`src/rtl/inc_counter_bank_if.sv`:
```
// Command/status bundle for inc_counter_bank.
//   master : drives cmd_valid/cmd_op/cmd_sel/cmd_data, observes status
//   slave  : the counter bank; drives ch_val, wrap, chain_out, sel_err
//   cmd_op : 00 INC, 01 ADD, 10 LOAD, 11 SETLIM
//   ch_val : channel i at bits [i*WIDTH +: WIDTH]
interface inc_counter_bank_if #(
  parameter int N_CH  = 7,
  parameter int WIDTH = 8,
  parameter int SEL_W = 3
);
  logic                  cmd_valid;
  logic [1:0]            cmd_op;
  logic [SEL_W-1:0]      cmd_sel;
  logic [WIDTH-1:0]      cmd_data;
  logic [N_CH*WIDTH-1:0] ch_val;
  logic [N_CH-1:0]       wrap;
  logic                  chain_out;
  logic                  sel_err;

  modport master (
    output cmd_valid, cmd_op, cmd_sel, cmd_data,
    input  ch_val, wrap, chain_out, sel_err
  );

  modport slave (
    input  cmd_valid, cmd_op, cmd_sel, cmd_data,
    output ch_val, wrap, chain_out, sel_err
  );
endinterface

```
`src/rtl/inc_counter_bank.sv`:
```
// inc_counter_bank: N_CH index counters, each with a programmable wrap limit,
// wrap/saturate overflow policy and an optional carry chain into the next
// channel. One command per cycle, results registered (1-cycle latency).
// Ports:
//   i_clock : rising-edge clock
//   i_reset : synchronous active-high reset (counters 0, limits all-ones)
//   io_bus  : inc_counter_bank_if.slave (command in, values/pulses out)
// SEL_W must satisfy 2**SEL_W >= N_CH.

// One counter channel: value/limit registers plus next-state arithmetic.
module inc_counter_lane #(
  parameter int WIDTH    = 8,
  parameter int SAT_MODE = 0
) (
  input  logic             i_clock,
  input  logic             i_reset,
  input  logic             i_hit,      // valid command addressed to this lane
  input  logic [1:0]       i_op,
  input  logic [WIDTH-1:0] i_data,
  input  logic             i_carry_in, // chained INC from the lane below
  output logic [WIDTH-1:0] o_val,
  output logic             o_wrap,
  output logic             o_ovf       // combinational overflow this cycle
);
  localparam logic [1:0] OP_INC = 2'd0, OP_ADD = 2'd1, OP_LOAD = 2'd2, OP_SETLIM = 2'd3;

  logic [WIDTH-1:0] r_val, r_lim;
  logic             r_wrap;
  logic             w_arith;
  logic [WIDTH-1:0] w_delta, w_val_nx, w_lim_nx;
  logic [WIDTH:0]   w_sum;
  logic             w_ovf;

  // A carry can only arrive when this lane is not the commanded one (the
  // ripple only moves upward from the commanded lane), so the two never mix.
  always_comb begin
    w_arith  = i_carry_in || (i_hit && (i_op == OP_INC || i_op == OP_ADD));
    w_delta  = (i_hit && i_op == OP_ADD) ? i_data : WIDTH'(1);
    w_sum    = {1'b0, r_val} + {1'b0, w_delta};
    w_ovf    = w_arith && (w_sum > {1'b0, r_lim});
    w_val_nx = r_val;
    w_lim_nx = r_lim;
    if (w_arith) begin
      if (w_ovf) w_val_nx = (SAT_MODE != 0) ? r_lim : '0;
      else       w_val_nx = w_sum[WIDTH-1:0];
    end else if (i_hit && i_op == OP_LOAD) begin
      w_val_nx = (i_data > r_lim) ? r_lim : i_data;
    end else if (i_hit && i_op == OP_SETLIM) begin
      w_lim_nx = i_data;
      // keep val <= lim invariant so ADD 0 can never overflow
      if (r_val > i_data) w_val_nx = '0;
    end
  end

  always_ff @(posedge i_clock) begin
    if (i_reset) begin
      r_val  <= '0;
      r_lim  <= '1;
      r_wrap <= 1'b0;
    end else begin
      r_val  <= w_val_nx;
      r_lim  <= w_lim_nx;
      r_wrap <= w_ovf;
    end
  end

  assign o_val  = r_val;
  assign o_wrap = r_wrap;
  assign o_ovf  = w_ovf;
endmodule

module inc_counter_bank #(
  parameter int              N_CH       = 7,
  parameter int              WIDTH      = 8,
  parameter int              SEL_W      = 3,
  parameter int              SAT_MODE   = 0,
  parameter logic [N_CH-1:0] CHAIN_MASK = '0
) (
  input  logic         i_clock,
  input  logic         i_reset,
  inc_counter_bank_if.slave io_bus
);
  logic [N_CH-1:0][WIDTH-1:0] w_val;
  logic [N_CH-1:0]            w_hit, w_wrap, w_ovf, w_carry;
  logic                       w_sel_ok;
  logic                       r_sel_err, r_chain_out;

  assign w_sel_ok = (32'(io_bus.cmd_sel) < N_CH);

  for (genvar i = 0; i < N_CH; i++) begin : g_lane
    assign w_hit[i] = io_bus.cmd_valid && w_sel_ok && (io_bus.cmd_sel == SEL_W'(i));

    // Carry into lane i comes from lane i-1; chaining is disabled when saturating.
    if (i == 0) begin : g_c0
      assign w_carry[i] = 1'b0;
    end else begin : g_cn
      assign w_carry[i] = w_ovf[i-1] && (SAT_MODE == 0) && CHAIN_MASK[i-1];
    end

    inc_counter_lane #(.WIDTH(WIDTH), .SAT_MODE(SAT_MODE)) u_lane (
      .i_clock    (i_clock),
      .i_reset    (i_reset),
      .i_hit      (w_hit[i]),
      .i_op       (io_bus.cmd_op),
      .i_data     (io_bus.cmd_data),
      .i_carry_in (w_carry[i]),
      .o_val      (w_val[i]),
      .o_wrap     (w_wrap[i]),
      .o_ovf      (w_ovf[i])
    );
  end

  // chain_out flags an overflow of the top lane that was caused by a carry,
  // not a direct command to it.
  always_ff @(posedge i_clock) begin
    if (i_reset) begin
      r_sel_err   <= 1'b0;
      r_chain_out <= 1'b0;
    end else begin
      r_sel_err   <= io_bus.cmd_valid && !w_sel_ok;
      r_chain_out <= w_ovf[N_CH-1] && w_carry[N_CH-1];
    end
  end

  assign io_bus.ch_val    = w_val;
  assign io_bus.wrap      = w_wrap;
  assign io_bus.sel_err   = r_sel_err;
  assign io_bus.chain_out = r_chain_out;
endmodule

```
`src/flat_wrapper.sv`:
```
// flat-port wrapper written by rule: the top's interface ports become plain ports
module inc_counter_bank_flat 
#(
  parameter int              N_CH       = 7,
  parameter int              WIDTH      = 8,
  parameter int              SEL_W      = 3,
  parameter int              SAT_MODE   = 0,
  parameter logic [N_CH-1:0] CHAIN_MASK = '0
)
  (i_clock, i_reset, io_bus_cmd_valid, io_bus_cmd_op, io_bus_cmd_sel, io_bus_cmd_data, io_bus_ch_val, io_bus_wrap, io_bus_chain_out, io_bus_sel_err);
  inc_counter_bank_if #(.N_CH(N_CH), .WIDTH(WIDTH), .SEL_W(SEL_W)) io_bus_i ();
  input  logic i_clock;
  input  logic i_reset;
  input wire logic [$bits(io_bus_i.cmd_valid)-1:0] io_bus_cmd_valid;
  input wire logic [$bits(io_bus_i.cmd_op)-1:0] io_bus_cmd_op;
  input wire logic [$bits(io_bus_i.cmd_sel)-1:0] io_bus_cmd_sel;
  input wire logic [$bits(io_bus_i.cmd_data)-1:0] io_bus_cmd_data;
  output wire logic [$bits(io_bus_i.ch_val)-1:0] io_bus_ch_val;
  output wire logic [$bits(io_bus_i.wrap)-1:0] io_bus_wrap;
  output wire logic [$bits(io_bus_i.chain_out)-1:0] io_bus_chain_out;
  output wire logic [$bits(io_bus_i.sel_err)-1:0] io_bus_sel_err;
  assign io_bus_i.cmd_valid = io_bus_cmd_valid;
  assign io_bus_i.cmd_op = io_bus_cmd_op;
  assign io_bus_i.cmd_sel = io_bus_cmd_sel;
  assign io_bus_i.cmd_data = io_bus_cmd_data;
  assign io_bus_ch_val = io_bus_i.ch_val;
  assign io_bus_wrap = io_bus_i.wrap;
  assign io_bus_chain_out = io_bus_i.chain_out;
  assign io_bus_sel_err = io_bus_i.sel_err;
  inc_counter_bank #(.N_CH(N_CH), .WIDTH(WIDTH), .SEL_W(SEL_W), .SAT_MODE(SAT_MODE), .CHAIN_MASK(CHAIN_MASK)) u_core (.i_clock(i_clock), .i_reset(i_reset), .io_bus(io_bus_i));
endmodule
```
`config.mk`:
```
export PLATFORM = sky130hd
export DESIGN_NAME = inc_counter_bank_flat
export DESIGN_NICKNAME = d
export VERILOG_FILES = /design/src/rtl/inc_counter_bank_if.sv /design/src/rtl/inc_counter_bank.sv /design/src/flat_wrapper.sv
export SDC_FILE = /design/constraint.sdc
export NUM_CORES = 1
export LEC_CHECK = 0
export CAP_MARGIN = 0
export CORE_ASPECT_RATIO = 0.6
export CORE_UTILIZATION = 35
export CTS_BUF_LIST = sky130_fd_sc_hd__clkbuf_4 sky130_fd_sc_hd__clkbuf_8
export CTS_CLUSTER_DIAMETER = 100
export DETAILED_ROUTE_END_ITERATION = 7
export SYNTH_ARGS = -nofsm -noshare
export SYNTH_HDL_FRONTEND = slang
export SYNTH_SLANG_ARGS = --single-unit
```
`constraint.sdc`:
```
create_clock -name i_clock -period 12.7 [get_ports i_clock]
set_input_delay 1.905 -clock i_clock [delete_from_list [all_inputs] [get_ports i_clock]]
set_output_delay 1.905 -clock i_clock [all_outputs]
set_load 0.01 [all_outputs]
```
; Word level (Yosys, flattened, before mapping)
; Index checks and enable logic that the tools add are counted.
[word_totals]
register_bits = 120
inputBits = 16
out_inout_bits = 65
elab_cells = 199
[classes]
add_sub_neg = 7
order_cmp = 22
n_eq_ne = 9
mux = 49
bitwise_logic = 14
reduce_logical = 76
[ops]
columns = operator, count
row1 = 8-bit two-way mux, 49
row2 = 8-bit greater-than comparator, 14
row3 = 8-bit by 8-bit adder with 9-bit output, 7
row4 = 9-bit by 8-bit greater-than comparator with 1-bit output, 7
row5 = 1-bit logical AND, 44
row6 = 3-bit nonzero test, 14
row7 = 3-bit AND reduction, 7
row8 = 1-bit NOT, 14
row9 = 2-bit AND reduction, 7
row10 = "3-bit == test, second input constant", 3
row11 = "3-bit by 2-bit == test with 1-bit output, second input constant", 2
row12 = "2-bit == test, second input constant", 2
row13 = "3-bit by 1-bit == test with 1-bit output, second input constant", 1
row14 = 3-bit logical NOT, 1
row15 = "3-bit less-than comparator, second input constant", 1
row16 = "2-bit by 1-bit == test with 1-bit output, second input constant", 1
row17 = 2-bit logical NOT, 1
row18 = 1-bit logical NOT, 1
row19 = 1-bit logical OR, 1

; Logic depth before layout (Yosys ltp)
[logic_depth]
word_depth = 10
depth_mapped = 20
ltp_nobuf = 16

; Hierarchy
; A second synthesis with hierarchy kept.
[hier_totals]
hier_cells = 1526
hier_area_um2 = 12356.9
[modules_own_cells]
columns = mod, instances, cells_per_inst, area_per_inst_um2, seq_area_each_um2
row1 = inc_counter_lane at u_core.g_lane[0].u_lane ..., 3, 216, 1730.4, 340.3
row2 = inc_counter_lane at u_core.g_lane[2].u_lane ..., 2, 208, 1721.7, 340.3
row3 = inc_counter_lane at u_core.g_lane[6].u_lane, 1, 244, 1926.8, 340.3
row4 = inc_counter_lane at u_core.g_lane[1].u_lane, 1, 202, 1684.1, 340.3
row5 = inc_counter_bank, 1, 16, 111.4, 20.0

; Worst setup path after synthesis
; Ideal clock, no wire load.
[synth_path]
kind = input -> register
start = in io_bus_cmd_sel[1]
end = reg u_core.g_lane[0].u_lane.r_val[0]
setup_ps = 70
arrival_ps = 5775
required_ps = 12630
slack_ps = 6854
cell_stages = 20
n_path_buf = 4
path_cell_list = clkbuf_1 > nor2_1 > nand2_1 > clkbuf_1 > clkbuf_1 > or3_1 > ha_1 > fa_1 > a211oi_1 > o21bai_1 > a21oi_1 > xnor2_1 > ha_1 > a211oi_1 > o211ai_1 > o211ai_1 > and3_1 > clkbuf_1 > a22oi_1 > a21oi_1
[synth_via]
elab_chain_len = 10
elab_cells_between_ends = 18
classes_between = add/sub (1) / order compare (2) / mux (4) / reduce/logical (11)
[synth_lines]
columns = item, line_no
row1 = from (decl), flat_wrapper.sv:16  ; input wire logic [$bits(io_bus_i.cmd_sel)-1:0] io_bus_cmd_sel;
row2 = 3-bit less-than comparator, inc_counter_bank.sv:88  ; assign w_sel_ok = (32'(io_bus.cmd_sel) < N_CH);
row3 = 1-bit logical AND, inc_counter_bank.sv:91  ; assign w_hit[i] = io_bus.cmd_valid && w_sel_ok && (io_bus.cmd_sel == SEL_W'(i));
row4 = 1-bit logical AND (*), inc_counter_bank.sv:91
row5 = 1-bit logical AND, inc_counter_bank.sv:38  ; w_delta = (i_hit && i_op == OP_ADD) ? i_data : WIDTH'(1);
row6 = 8-bit two-way mux, inc_counter_bank.sv:38
row7 = 8-bit by 8-bit adder with 9-bit output, inc_counter_bank.sv:39  ; w_sum = {1'b0, r_val} + {1'b0, w_delta};
row8 = 9-bit by 8-bit greater-than comparator with 1-bit output, inc_counter_bank.sv:40  ; w_ovf = w_arith && (w_sum > {1'b0, r_lim});
row9 = 1-bit logical AND, inc_counter_bank.sv:40
row10 = 8-bit two-way mux, inc_counter_bank.sv:44  ; if (w_ovf) w_val_nx = (SAT_MODE != 0) ? r_lim : '0;
row11 = 8-bit two-way mux, inc_counter_bank.sv:43  ; if (w_arith) begin
row12 = to (signal assigned), inc_counter_bank.sv:61  ; r_val <= w_val_nx;
row13 = to (decl), inc_counter_bank.sv:27  ; logic [WIDTH-1:0] r_val, r_lim;
; Mark *: on every way between the ends. The rest lies on a longest branch, timed or not.
; A chain may end at the register's enable or synchronous reset.

; Worst setup path in the final report
[layout_path]
start = in io_bus_cmd_op[1]
end = reg u_core.g_lane[2].u_lane.r_val[5]
[layout_via]
elab_chain_len = 8
elab_cells_between_ends = 19
classes_between = add/sub (1) / order compare (1) / eq/ne (3) / mux (4) / reduce/logical (10)
[layout_lines]
columns = item, line_no
row1 = from (decl), flat_wrapper.sv:15  ; input wire logic [$bits(io_bus_i.cmd_op)-1:0] io_bus_cmd_op;
row2 = 2-bit by 1-bit == test with 1-bit output, "inc_counter_bank.sv:37, inc_counter_bank.sv:38"
row3 = 1-bit logical AND, inc_counter_bank.sv:38
row4 = 8-bit two-way mux, inc_counter_bank.sv:38
row5 = 8-bit by 8-bit adder with 9-bit output, inc_counter_bank.sv:39
row6 = 9-bit by 8-bit greater-than comparator with 1-bit output, inc_counter_bank.sv:40
row7 = 1-bit logical AND, inc_counter_bank.sv:40
row8 = 8-bit two-way mux, inc_counter_bank.sv:44
row9 = 8-bit two-way mux, inc_counter_bank.sv:43
row10 = to (signal assigned), inc_counter_bank.sv:61
row11 = to (decl), inc_counter_bank.sv:27
; Several ways; a longest one is shown, not always the timed one.

==> metrics.cfg <==
[run_status]
status = completed

[sta]
fmax_mhz = 142.9
hold_ws_ns = 0.5012
slew_viol_final = 0
fin_crit_ns = 6.999
grt_setup_unrepaired = false
fin_crit_sh_pct = 55.11
skew_ns = 0.008297
setup_viol = 0
worst_pin_slew_ns = 1.181
hold_viol = 0
finalSetupTns_ns = 0
maxSlewHeadroom_pct = 21.10

[hold_path]
min_path_type = register to register
min_from = u_core.g_lane[2].u_lane.r_lim[7]$_SDFFE_PP1P_
whs_path_depth = 1

[floorplan]
rows = 51
fp.dieW_um = 238.7
pin_count = 81
dieArea_um2 = 34370
die_y_um = 144.0
start_util_pct = 35.94
core_um2 = 32740

[global_route]
grt-ovfl-total = 0
antenna_found_initial = 0
grt_use_total_pct = 22.76
grt_pass1_vias = 10530
grt_pass1_wl_mm = 60.29
grt_start_max_net_pins = 54

[route]
vias = 11430
initialDrtViolationCount = 1030
wl_per_cell_um = 19.73
first_pass_iters = 5
ant_nets = 0
via_per_inst = 5.824
drt-total-wl_mm = 38.71
drc = 0

[cts]
clockBufferDepth = 2
cts_tree = built
clk_pin_slew_ns = 0.07
cts_max_level = 4
clock-sinks = 120
cts_buffers = 17
postCtsSetupBuffers = 0
cts_resized = 0
clk_latency_ns = 0.48
root_buffer = clkbuf_8
cts_hold_buf = 0

[yosys]
synth-seq-cells = 120
post-synth-top-area-fraction_pct = 23.82
netlist.top_cell.by_area = ha_1
synth.area.top_cells = ha_1, dfxtp_1, a211o_1
synthFlopType = dfxtp_1
yosysSeqAreaShare_pct = 20.42
syn_area_um2 = 11760
synth_nets = 1698
synth.distinct_cells = 66
synthCells = 1451
async_flop_share_pct = 0
synth_edf_count = 0
yosys_warnings = 0
synth_area_per_cell_um2 = 8.107

[critical_path]
slowest_delay_ns = 0.78
crit_type = input pin to register
crit_buf_inv = 2
cp.arrival_ns = 7.40
cpMaxStageDelayCell = clkdlybuf4s50_1
crit_start = io_bus_cmd_op[1]
start_kind = input pin
reg2reg_from = u_core.g_lane[2].u_lane.o_val[0]$_SDFFE_PP0P_
end_kind = register
crit_required_ns = 13.10
reg2reg_depth = 13
path_depth = 17
cp_max_fo = 40
crit_chain = clkdlybuf4s50_1 > nand2b_2 > buf_4 > or3_1 > ha_1 > fa_1 > a211oi_1 > o21bai_1 > a21oi_1 > xnor2_1 > ha_1 > a21o_1 > a21o_1 > a2111oi_0 > o2111a_1 > a22oi_1 > o21ai_0
crit_family = compound AO/OA/AOI/OAI gates

[power_and_ir_drop]
p_leak_nw = 6.209
vdd_ir_drop_max_mv = 0.06188
powerDensity_nw_per_um2 = 69.38

[place]
hpwlAfterDp_mm = 28.27
routabilityCongestion = 0.8704
io_buffers = 79

[final_layout]
drive_gt1_share_pct = 4.831
syn_to_final_growth_pct = 13.92
fin_nets = 1745

[flow_run]
cap_viol_max_count = 0

layout make-up:
type / count / area [µm²]
Tap cell: 450 / 563.0
Sequential cell: 120 / 2402
Multi-Input combinational cell: 1176 / 8745
Fill cell: 3317 / 19330
Clock buffer: 24 / 317.8
Antenna cell: 1 / 2.502
Timing Repair Buffer: 93 / 893.4
Inverter: 90 / 337.8
Clock inverter: 8 / 140.1
per-layer routing:
metal | part of all wire [%] | vias to the layer above | global-route usage [%] | wire (µm)
met5 | 0 | - | 0 | 0
met4 | 1.2 | 0 | 5.061 | 457
met3 | 7.7 | 35 | 3.665 | 2992
met2 | 40 | 420 | 32.97 | 15580
met1 | 51 | 5403 | 34.59 | 19690
li1 | - | 5568 | - | -
state kept, by name (all words and copies together) (netlist names):
| name | cells |
|---|---|
| u_core.g_lane.u_lane.o_wrap | 7 |
| u_core.g_lane.u_lane.o_val | 56 |
| u_core.io_bus.sel_err | 1 |
| u_core.g_lane.u_lane.r_lim | 56 |
stage by stage:
stage          util (%)  power, mW  worst slack [ns]  instances  cell area [µm²]
6_report          40.94     0.9297             5.701       1962            13400
5_1_grt           40.93     0.9691             5.442       1961            13400
4_1_cts           40.93     0.9354             5.819       1961            13400
3_5_place_dp      39.53     0.5277             5.375       1929            12940
3_3_place_gp      39.53     0.5234             5.501       1929            12940
2_1_floorplan         -     0.4735             6.854       1451            11760
where the power goes:
part	switching, mW	internal, mW	leakage (nW)
Clock	0.165	0.243	0.240
Sequential	0.00549	0.381	0.971
Combinational	0.0898	0.0452	5.00
Total	0.261	0.669	6.21
Yosys cell counts, drive strengths merged (7+ instances only):
library cell / n
a21oi: 85
xor2: 9
a211oi: 33
nand2: 104
clkbuf: 48
a22oi: 18
nand3: 51
nor2b: 23
mux2i: 14
a31oi: 33
ha: 224
o211ai: 22
inv: 90
mux2: 8
o221ai: 9
o21ai: 72
dfxtp: 120
and3: 10
a311oi: 10
a21o: 30
nor2: 105
nor3: 82
o21bai: 14
nand2b: 9
xnor2: 26
nand4: 24
a211o: 85
or3: 12
o21a: 8
buf: 17
fa: 7
cell usage in the layout, fill, tap and decap left out, types with 10 or more instances in the layout:
cell type / count
nand2_1: 104
nor3_1: 82
buf_4: 15
a211oi_1: 31
clkdlybuf4s50_1: 78
and3_1: 10
o21ai_0: 65
a21o_1: 30
nand3_1: 51
or3_1: 12
o211ai_1: 22
a311oi_1: 10
a211o_1: 85
a31oi_1: 33
a22oi_1: 18
ha_1: 224
o21bai_1: 14
dfxtp_1: 120
nor2_1: 104
nand4_1: 24
mux2i_1: 14
a21oi_1: 85
inv_1: 84
clkbuf_8: 22
xnor2_1: 26
nor2b_1: 23
cell families (layout without fill, tap and decap cells):
group	Yosys count	count (layout)	synth area share, %
other	1	2	0.03188
flip-flops	120	120	20.42
adder cells (fa/ha/maj)	231	231	25.02
XOR/XNOR	35	35	2.606
multiplexers	22	22	1.957
AND/OR/NAND/NOR	437	437	17.68
AO/OA/AOI/OAI	450	450	27.03
buffers and inverters	155	215	5.265
final timing paths:
kind	slack [ns]	to
worst max register to register	8.86	u_core.g_lane[2].u_lane.o_val[5]$_SDFFE_PP0P_
worst max-delay path	5.70	u_core.g_lane[2].u_lane.o_val[5]$_SDFFE_PP0P_
worst min-delay path	0.50	u_core.g_lane[2].u_lane.r_lim[7]$_SDFFE_PP1P_
worst min register to register	0.50	u_core.g_lane[2].u_lane.r_lim[7]$_SDFFE_PP1P_
(Power assumes the default switching activity.)
==> RTL edit 1, RTL diff (config.mk and constraints unchanged) <==
`SAT_MODE` is set to 0 in 3 places; all go to 1.
--- a/src/rtl/inc_counter_bank.sv
+++ b/src/rtl/inc_counter_bank.sv
@@ -11,5 +11,5 @@
 module inc_counter_lane #(
   parameter int WIDTH    = 8,
-  parameter int SAT_MODE = 0
+  parameter int SAT_MODE = 1
 ) (
   input  logic             i_clock,
@@ -74,5 +74,5 @@
   parameter int              WIDTH      = 8,
   parameter int              SEL_W      = 3,
-  parameter int              SAT_MODE   = 0,
+  parameter int              SAT_MODE   = 1,
   parameter logic [N_CH-1:0] CHAIN_MASK = '0
 ) (
--- a/src/flat_wrapper.sv
+++ b/src/flat_wrapper.sv
@@ -5,5 +5,5 @@
   parameter int              WIDTH      = 8,
   parameter int              SEL_W      = 3,
-  parameter int              SAT_MODE   = 0,
+  parameter int              SAT_MODE   = 1,
   parameter logic [N_CH-1:0] CHAIN_MASK = '0
 )
Behaviour: not the same (a bounded check fails within 4 cycles, from zero or initial values and one cycle with i_reset high).
==> RTL edit 1 against the original RTL <==
Fmax grew 3.0%; synthesized cell count up 2.3%; critical path depth increased by 1; largest cell class unchanged; wire length up 6.6%; area after synthesis grew 4.0%; power decreased by 4.6%; setup slack improved by 210 ps; critical path type unchanged; critical endpoint is now u_core.g_lane[4].u_lane.o_val[3]$_SDFFE_PP0P_; sequential cell count is the same; final area is 3.0% higher.
==> RTL edit 1: results <==
export IMPL_outcome="finished clean"
export IMPL_synthTopCellsByArea="ha_1 (23%), dfxtp_1 (20%), a211o_1 (4.5%)"
export IMPL_clock_skew_ps=11.8
export IMPL_min_to="u_core.g_lane[0].u_lane.o_val[2]$_SDFFE_PP0P_"
export IMPL_r2r_start="u_core.g_lane[6].u_lane.o_val[0]$_SDFFE_PP0P_"
export IMPL_synth_nets=1731
export IMPL_postPlaceCellArea_um2=13400
export IMPL_synthTopCellsByCount="ha_1 (224), dfxtp_1 (120), nor2_1 (105)"
export IMPL_drt_initial_drc_count=1391
export IMPL_dp_hpwl_um=29500
export IMPL_dp_cells=1966
export IMPL_grt_usage_pct=23.1
export IMPL_dr_pass1_iters=6
export IMPL_slew_limit_headroom_pct=22.7
export IMPL_synth_area_mux_share_pct=3.27
export IMPL_antenna_cells=0
export IMPL_hp_start="u_core.g_lane[0].u_lane.r_lim[2]$_SDFFE_PP1P_"
export IMPL_drive_gt1_share_pct=6.05
export IMPL_p_leak_nw=6.59
export IMPL_final_nets=1773
export IMPL_r2r_end="u_core.g_lane[6].u_lane.o_val[5]$_SDFFE_PP0P_"
export IMPL_synth_compound_area_share_pct=26.4
export IMPL_wl_per_cell_um=20.7
export IMPL_post_synth_cell_area_avg_um2=8.24
export IMPL_grt_pass1_vias=11100
export IMPL_r2r_cells=14
export IMPL_ys_seq_area_share_pct=19.6
export IMPL_synth_xor_area_share_pct=2.15
-- RTL edit 1: layout make-up --
type,count,area [um2]
fillers,3455,20200
multi-input cells,1195,9150
flip-flops and latches,120,2400
repair buffers,102,956
well taps,459,574
clock buffers,28,354
inverters,90,338
clock inverters,2,35.0
-- RTL edit 1: how the worst max path moves through the flow --
stage                                                               end  slack, ps  cells after the start              start
after floorplan           u_core.g_lane[3].u_lane.o_val[0]$_SDFFE_PP0P_       6690                     18  io_bus_cmd_sel[2]
after global placement    u_core.g_lane[5].u_lane.o_val[0]$_SDFFE_PP0P_       5650                     18  io_bus_cmd_sel[0]
after detailed placement  u_core.g_lane[5].u_lane.o_val[0]$_SDFFE_PP0P_       5530                     18  io_bus_cmd_sel[0]
after CTS                 u_core.g_lane[5].u_lane.o_val[0]$_SDFFE_PP0P_       6020                     18  io_bus_cmd_sel[0]
after global routing      u_core.g_lane[5].u_lane.o_val[0]$_SDFFE_PP0P_       5480                     18  io_bus_cmd_sel[0]
final                     u_core.g_lane[4].u_lane.o_val[3]$_SDFFE_PP0P_       5910                     18  io_bus_cmd_sel[0]
-- RTL edit 1: kinds of logic after synthesis --
group / Yosys count
AOI/OAI and AO/OA: 458
xor gates and xnor gates: 30
adders and majority gates: 231
buffers and inverters: 169
DFF: 120
muxes: 39
other: 1
and+or+nand+nor: 436
-- RTL edit 1: per-layer routing --
metal | part of all wire [%] | GRT usage (%) | vias up
met5 | 0 | 0 | -
met4 | 1.5 | 5.63 | 0
met3 | 9.2 | 4.48 | 54
met2 | 39 | 32.0 | 517
met1 | 50 | 35.6 | 5695
li1 | - | - | 5738
-- RTL edit 1: tightest hold or removal path, cell delays in order, from the launching register on --
cell and delay [ps]:
dfxtp_1 310, nand3b_1 80, a31oi_1 70
-- RTL edit 1: metrics by stage --
| stage | hold slack [ps] | util, % |
|---|---|---|
| floorplan | 482 | - |
| global placement | 492 | 39.4 |
| detailed placement | 498 | 39.4 |
| CTS | 506 | 40.6 |
| global route | 528 | 40.6 |
| finish | 502 | 40.6 |
-- RTL edit 1: power by group through the flow --
stage	Sequential (mW)	Clock [mW]	Combinational, mW
6_report	0.386	0.363	0.137
5_1_grt	0.387	0.381	0.150
4_1_cts	0.386	0.366	0.134
3_5_place_dp	0.395	0	0.133
3_3_place_gp	0.395	0	0.130
2_1_floorplan	0.393	0	0.0811
==> RTL edit 2, RTL diff (same settings) <==
Without the edit above. Make the reset (`i_reset`) asynchronous in 2 clocked blocks. Comments in the files are not updated.
--- a/src/rtl/inc_counter_bank.sv
+++ b/src/rtl/inc_counter_bank.sv
@@ -53,5 +53,5 @@
   end
 
-  always_ff @(posedge i_clock) begin
+  always_ff @(posedge i_clock or posedge i_reset) begin
     if (i_reset) begin
       r_val  <= '0;
@@ -113,5 +113,5 @@
   // chain_out flags an overflow of the top lane that was caused by a carry,
   // not a direct command to it.
-  always_ff @(posedge i_clock) begin
+  always_ff @(posedge i_clock or posedge i_reset) begin
     if (i_reset) begin
       r_sel_err   <= 1'b0;
Function: changed (a bounded check fails within 4 cycles, from zero or initial values and one cycle with i_reset high; the reset may be asserted at any time).
==> RTL edit 2 against the original RTL <==
Critical endpoint is now u_core.g_lane[4].u_lane.o_val[5]$_DFFE_PP0P_; largest cell class unchanged; wire length hardly changed; fmax up 4.3%; final area up 1.4%; sequential cell count stayed put; area after synthesis is 1.6% higher; setup slack better by 290 ps; critical path depth increased by 1; final cell count decreased by 3.7%; critical path type unchanged; core utilization grew 0.27 points.
Power is not compared: it rests on default switching activity, and its combinational part moved more than twofold at a synthesized area within 25%.
==> RTL edit 2: results <==
export IMPL_postPlaceCellArea_um2=13200
export IMPL_antenna_found_initial=1
export IMPL_finalWeightedCongestion=0.891
export IMPL_r2r_end="u_core.g_lane[4].u_lane.o_val[5]$_DFFE_PP0P_"
export IMPL_ys_types=72
export IMPL_synth_nets=1610
export IMPL_synth_area_mux_share_pct=3.82
export IMPL_cts_root_buf="clkbuf_8"
export IMPL_fillers=3269
export IMPL_design_area_um2=13600
export IMPL_critPathMaxStageDelay_ps=650
export IMPL_dp_cells=1857
export IMPL_drive_gt1_share_pct=9.38
export IMPL_grt_usage_pct=22.7
export IMPL_critPathLaunch="io_bus_cmd_valid"
export IMPL_outcome="finished clean"
export IMPL_worst_pin_slew_ps=1080
export IMPL_drt_total_wl_um=38700
export IMPL_synth_top_family_by_area="adder cells"
export IMPL_synthCells=1363
export IMPL_r2r_start="u_core.g_lane[4].u_lane.o_val[0]$_DFFE_PP0P_"
export IMPL_vias=10900
export IMPL_min_path_cells=2
export IMPL_grt_max_degree=78
export IMPL_final_nets=1673
export IMPL_synthTopCellsByArea="ha_1 (23%), dfrtp_1 (13%), dfstp_2 (12%)"
export IMPL_fin_hold_ws_ps=474
export IMPL_ys_seq_area_share_pct=25.7
export IMPL_synthArstFlopShare_pct=100
export IMPL_portBuffers=79
export IMPL_hp_start="u_core.g_lane[0].u_lane.r_lim[1]$_DFFE_PP1P_"
export IMPL_cpLargestDelayFamily="simple AND/OR/NAND/NOR gates"
export IMPL_crit_fanout=11
export IMPL_dp_slack_ps=5580
export IMPL_synth_xor_area_share_pct=2.64
export IMPL_drt_initial_drc_count=863
export IMPL_r2r_cells=14
export IMPL_viasPerCell=5.75
export IMPL_arrival_ps=7110
export IMPL_dp_hpwl_um=29000
export IMPL_clock_skew_ps=15.4
export IMPL_grt_pass1_wl_um=60800
export IMPL_synth_ff_type="dfrtp_1"
-- RTL edit 2: cell types whose count changed after synthesis, moves of 49 or more --
cell,delta
a211o_1,-82
dfrtp_1,+64
dfstp_2,+56
dfxtp_1,-120
nor2_1,-49
o21ai_1,+52
-- RTL edit 2: kinds of logic (layout without fill, tap and decap cells) --
group / after synthesis / after routing
compound gates: 391 / 391
xor+xnor: 36 / 36
fa+ha+maj: 231 / 231
buf+inv: 151 / 227
flops: 120 / 120
mux: 45 / 45
other cells: 1 / 2
simple gates: 388 / 388
-- RTL edit 2: report_power, final --
part           internal (mW)  switching (mW)  total (mW)
combinational          0.560           0.664        1.22
sequential             0.510           0.145       0.656
clock                  0.208           0.169       0.378
total                   1.28           0.978        2.26
-- RTL edit 2: area by class of cell --
class                      instances  share of cell area, %
multi-input combinational       1092                   60.7
sequential                       120                   22.6
timing repair buffer              97                   6.81
tap                              450                   4.14
inverter                          98                   2.72
clock buffer                      23                   2.10
clock inverter                     9                  0.920
antenna                            1                 0.0184
-- RTL edit 2: worst min path at each step --
stage,to
6_report,u_core.g_lane[0].u_lane.r_lim[1]$_DFFE_PP1P_
3_5_place_dp,u_core.g_lane[2].u_lane.r_lim[6]$_DFFE_PP1P_
4_1_cts,u_core.g_lane[2].u_lane.r_lim[6]$_DFFE_PP1P_
3_3_place_gp,u_core.g_lane[2].u_lane.r_lim[6]$_DFFE_PP1P_
2_1_floorplan,u_core.g_lane[0].u_lane.r_lim[1]$_DFFE_PP1P_
5_1_grt,u_core.g_lane[2].u_lane.r_lim[4]$_DFFE_PP1P_
-- RTL edit 2: routing by layer --
layer	global-route usage [%]	up-vias	wire length, um	share of wire (%)
met5	0	-	0	0
met2	31.4	359	15700	41
met4	5.57	0	490	1.3
met3	4.89	41	2960	7.6
met1	34.9	5266	19600	51
li1	-	5210	-	-
